===== config.mk =====
export PLATFORM = sky130hd
export DESIGN_NAME = seq_frame_tx
export DESIGN_NICKNAME = d
export VERILOG_FILES = /design/src/rtl/seq_frame_tx.sv
export SDC_FILE = /design/constraint.sdc
export NUM_CORES = 1
export LEC_CHECK = 0
export BUFFER_PORTS_ARGS = -buffer_cell sky130_fd_sc_hd__buf_2
export CAP_MARGIN = 20
export CORE_MARGIN = 2
export CORE_UTILIZATION = 63
export CTS_BUF_LIST = sky130_fd_sc_hd__clkbuf_4
export DETAILED_ROUTE_END_ITERATION = 6
export GPL_TIMING_DRIVEN = 0
export PLACE_DENSITY = 0.95
export SYNTH_ARGS = -nofsm -noshare
export SYNTH_HDL_FRONTEND = slang
export SYNTH_SLANG_ARGS = --single-unit

===== constraint.sdc =====
create_clock -name Clock -period 6.28 [get_ports Clock]
set_input_delay 0.628 -clock Clock [delete_from_list [all_inputs] [get_ports Clock]]
set_output_delay 0.628 -clock Clock [all_outputs]
set_load 0.02 [all_outputs]

===== src/rtl/seq_frame_tx.sv =====
// Serial frame transmitter: a sync pattern followed by a WIDTH-bit word, MSB first, on line j.
// Define SEQ_FRAME_TX_PARITY_EN to append an even-parity bit after the data word.
module seq_frame_tx #(
  parameter int                 WIDTH   = 8,
  parameter int                 PAT_LEN = 5,
  parameter logic [PAT_LEN-1:0] PATTERN = 5'b10010
) (
  input  logic             Clock,
  input  logic             Reset,
  input  logic             start,
  input  logic [WIDTH-1:0] din,
  output logic             j,
  output logic             busy,
  output logic             done
);

  localparam int MAXW = (WIDTH > PAT_LEN) ? WIDTH : PAT_LEN;
  localparam int CW   = $clog2(MAXW + 1);

  localparam logic [CW-1:0] ZERO     = '0;
  localparam logic [CW-1:0] ONE      = CW'(1);
  localparam logic [CW-1:0] PAT_LAST = CW'(PAT_LEN - 1);
  localparam logic [CW-1:0] DAT_LAST = CW'(WIDTH - 1);

`ifdef SEQ_FRAME_TX_PARITY_EN
  typedef enum logic [1:0] {IDLE, SYNC, DATA, PAR} state_t;
`else
  typedef enum logic [1:0] {IDLE, SYNC, DATA} state_t;
`endif

  state_t             state;
  logic [CW-1:0]      cnt;
  logic [WIDTH-1:0]   din_q;
  logic [PAT_LEN-1:0] pat_q;
`ifdef SEQ_FRAME_TX_PARITY_EN
  logic               par_q;

  function automatic logic even_par(input logic [WIDTH-1:0] d);
    return ^d;
  endfunction
`endif

  // cnt holds the remaining bits of the current field still to follow the one on j;
  // pat_q/din_q are pre-shifted so their MSB is always the next bit to send.
  always_ff @(posedge Clock or posedge Reset) begin
    if (Reset) begin
      state <= IDLE;
      j     <= 1'b0;
      busy  <= 1'b0;
      done  <= 1'b0;
      cnt   <= '0;
      din_q <= '0;
      pat_q <= '0;
`ifdef SEQ_FRAME_TX_PARITY_EN
      par_q <= 1'b0;
`endif
    end else begin
      done <= 1'b0;
      case (state)
        IDLE: begin
          j <= 1'b0;
          if (start) begin
            din_q <= din;
            pat_q <= PATTERN << 1;
            j     <= PATTERN[PAT_LEN-1];
            busy  <= 1'b1;
            cnt   <= PAT_LAST;
            state <= SYNC;
`ifdef SEQ_FRAME_TX_PARITY_EN
            par_q <= even_par(din);
`endif
          end
        end
        SYNC: begin
          if (cnt == ZERO) begin
            j     <= din_q[WIDTH-1];
            din_q <= din_q << 1;
            cnt   <= DAT_LAST;
            state <= DATA;
          end else begin
            j     <= pat_q[PAT_LEN-1];
            pat_q <= pat_q << 1;
            cnt   <= cnt - ONE;
          end
        end
        DATA: begin
          if (cnt == ZERO) begin
`ifdef SEQ_FRAME_TX_PARITY_EN
            j     <= par_q;
            state <= PAR;
`else
            j     <= 1'b0;
            busy  <= 1'b0;
            done  <= 1'b1;
            state <= IDLE;
`endif
          end else begin
            j     <= din_q[WIDTH-1];
            din_q <= din_q << 1;
            cnt   <= cnt - ONE;
          end
        end
`ifdef SEQ_FRAME_TX_PARITY_EN
        PAR: begin
          j     <= 1'b0;
          busy  <= 1'b0;
          done  <= 1'b1;
          state <= IDLE;
        end
`endif
        default: begin
          j     <= 1'b0;
          busy  <= 1'b0;
          state <= IDLE;
        end
      endcase
    end
  end

endmodule


==> impl_metrics.env <==
export IMPL_drt_iter0_drc=31
export IMPL_clk_latency_ns=0.31
export IMPL_hp_class="in2async"
export IMPL_die_h_um=46.6
export IMPL_max_stage_delay_ns=0.67
export IMPL_ir_worst_vdd_v=0.000303
export IMPL_post_cts_buffers=0
export IMPL_max_cap_violations=0
export IMPL_vias_per_cell=6.08
export IMPL_synth_nets=120
export IMPL_cp_arrival_ns=2.65
export IMPL_power_static_leakage_nw=0.573
export IMPL_finalClockSkew_ns=0.0157
export IMPL_antenna_found_initial=0
export IMPL_port_buffers=13
export IMPL_finalSetupViolations=0
export IMPL_grt_ovfl_total=0
export IMPL_postSynthAreaPerCell_sq_um=11.1
export IMPL_rows=15
export IMPL_path_buf_inv=2
export IMPL_place_congestion=0.800
export IMPL_grt_setup_unrepaired="no"
export IMPL_p_per_area_nw_per_um2=536
export IMPL_cts_reportedPaths_clkPinSlew_ns=0.12
export IMPL_yosys_warnings=0
export IMPL_ant_nets=0
export IMPL_critPathCaptureType="register"
export IMPL_final_cell_mix="dfrtp_1, buf_2, mux2_2, inv_1, ha_1"
export IMPL_dieArea_sq_um=2170
export IMPL_vias=881
export IMPL_synthToLayoutAreaGrowth_pct=10.7
export IMPL_post_cts_resized=0
export IMPL_cts_max_path_buffers=2
export IMPL_place_inst=141
export IMPL_synth_seq_cells=20
export IMPL_cp_cell_sequence="inv_1 > ha_1 > or3b_1 > buf_2 > a2111oi_4 > mux2_2"
export IMPL_critPathLaunchType="register"
export IMPL_layout_drive_gt1_share_pct=25.8
export IMPL_required_ns=6.47
export IMPL_critPathKind="reg2reg"
export IMPL_layout_min_cycle_time_ns=2.46
export IMPL_worstRegToRegCells=6
export IMPL_io_pins=14
export IMPL_finalMaxSlewViolations=0
export IMPL_drc=0
export IMPL_hold_buffers=0
export IMPL_mappedNetlistArea_sq_um=1140
export IMPL_fin_crit_sh_pct=39.2
export IMPL_drt_wl_total_um=2220
export IMPL_cp_top_family="compound AO/OA/AOI/OAI gates"
export IMPL_finalSetupTns_ns=0
export IMPL_grtUsageTotal_pct=25.1
export IMPL_cts_tree="built"
export IMPL_final_instance_count_excl_fill=145
export IMPL_htree_levels=1
export IMPL_cts_made_buffers=3
export IMPL_clock_sinks=20
export IMPL_syn_inst=103
export IMPL_status="finished clean"
export IMPL_critical_path_peak_fanout=8
export IMPL_cp_depth=6
export IMPL_grt_first_pass_wirelength_um=3780
export IMPL_core_area_sq_um=1710
export IMPL_grt_max_degree=21
export IMPL_root_buffer="clkbuf_4"
export IMPL_synth_cell_types=35
export IMPL_die_x_um=46.6
export IMPL_initial_core_util_pct=67.0
export IMPL_tightest_slew_ns=0.846
export IMPL_antenna_cells=0
export IMPL_fmax_ghz=0.407
export IMPL_grt_pass1_vias=833
export IMPL_firstDrtPassIters=4
export IMPL_ys_seq_area_share_pct=43.8
export IMPL_cpMaxStageDelayCell="a2111oi_4"
export IMPL_nets=138
export IMPL_hpwlAfterDp_um=1650
export IMPL_post_drt_wl_per_cell_um=15.3
export IMPL_final_common_cell="dfrtp_1"
export IMPL_hold_viol_final=0
export IMPL_slew_headroom_pct=43.5
## sequential cells by signal, indices dropped and copies added, names as in the netlist
signal / flops
din_q: 8
cnt: 4
state: 2
pat_q: 3
j: 1
busy: 1
done: 1
## through the flow
| stage | setup WS (ns) | instance area (sq um) | hold slack, ns | power, mW | utilization [%] |
|---|---|---|---|---|---|
| 6_report | 3.82 | 1270 | 0.425 | 0.679 | 74.1 |
| 2_1_floorplan | 4.08 | 1140 | 0.452 | 0.529 | - |
| 3_5_place_dp | 3.83 | 1240 | 0.480 | 0.615 | 72.6 |
| 5_1_grt | 3.66 | 1270 | 0.515 | 0.727 | 74.1 |
| 3_3_place_gp | 3.92 | 1240 | 0.462 | 0.585 | 72.6 |
| 4_1_cts | 3.81 | 1270 | 0.460 | 0.675 | 74.1 |
## power breakdown
| group | internal (mW) | switching [mW] | total [mW] |
|---|---|---|---|
| registers | 0.189 | 0.0421 | 0.231 |
| logic | 0.184 | 0.200 | 0.384 |
| clock network | 0.0232 | 0.0400 | 0.0632 |
## Yosys cell counts (all sizes together)
cell type | instances | area share (%)
nand4 | 1 | 0.55
nand2 | 5 | 1.6
o221ai | 1 | 0.77
o31a | 2 | 1.5
clkbuf | 3 | 0.98
nand3 | 1 | 0.44
nor2b | 2 | 1.1
o41ai | 1 | 0.77
ha | 6 | 6.6
nand2b | 2 | 1.1
o211ai | 2 | 1.3
mux2 | 16 | 16
nor3b | 1 | 0.66
and3b | 1 | 0.77
dfrtp | 20 | 44
buf | 2 | 0.77
a32o | 1 | 0.88
or3 | 1 | 0.55
nor4bb | 1 | 0.88
mux2i | 1 | 0.88
inv | 9 | 3.0
a2111oi | 1 | 2.4
or3b | 1 | 0.77
o2bb2ai | 2 | 1.5
a2bb2oi | 1 | 0.77
o21ai | 5 | 2.2
nor4 | 1 | 0.55
o31ai | 3 | 2.0
nor2 | 3 | 0.98
a21oi | 3 | 1.3
or4 | 1 | 0.66
o311ai | 1 | 0.77
a41oi | 2 | 1.5
## path summary, 6_finish.rpt
path / endpoint / startpoint / slack [ns]
worst max-delay path: din_q[3]$_DFFE_PP0P_ / cnt[0]$_DFFE_PP0P_ / 3.82
worst min-delay path: din_q[6]$_DFFE_PP0P_ / Reset / 0.42
worst max register to register: din_q[3]$_DFFE_PP0P_ / cnt[0]$_DFFE_PP0P_ / 3.82
worst min register to register: din_q[2]$_DFFE_PP0P_ / din_q[2]$_DFFE_PP0P_ / 0.50
max in group asynchronous: done$_DFF_PP0_ / Reset / 5.38
min in group Clock: din_q[2]$_DFFE_PP0P_ / din_q[2]$_DFFE_PP0P_ / 0.50
## cells by family after synthesis
group	synth area share (%)
and+or+nand+nor	10.6
buffers and inverters	4.70
DFF	43.8
AOI/OAI and AO/OA	17.7
muxes	16.6
adders and majority gates	6.56
## cell type report
class | count | area, sq um
Timing Repair Buffer | 13 | 65.1
Inverter | 9 | 33.8
Tap cell | 25 | 31.3
Clock buffer | 3 | 22.5
Multi-Input combinational cell | 69 | 589
Buffer | 5 | 20.0
Clock inverter | 1 | 3.75
Fill cell | 110 | 442
Sequential cell | 20 | 500
## metal layers
layer  GRT usage, %  up-vias  routed length, um
li1               -      415                  -
met1           34.3      419                941
met2           37.2       40               1110
met3           4.71        7                128
met4           13.7        0                 46
met5              0        -                  0
Power figures use the tool's default switching activity.
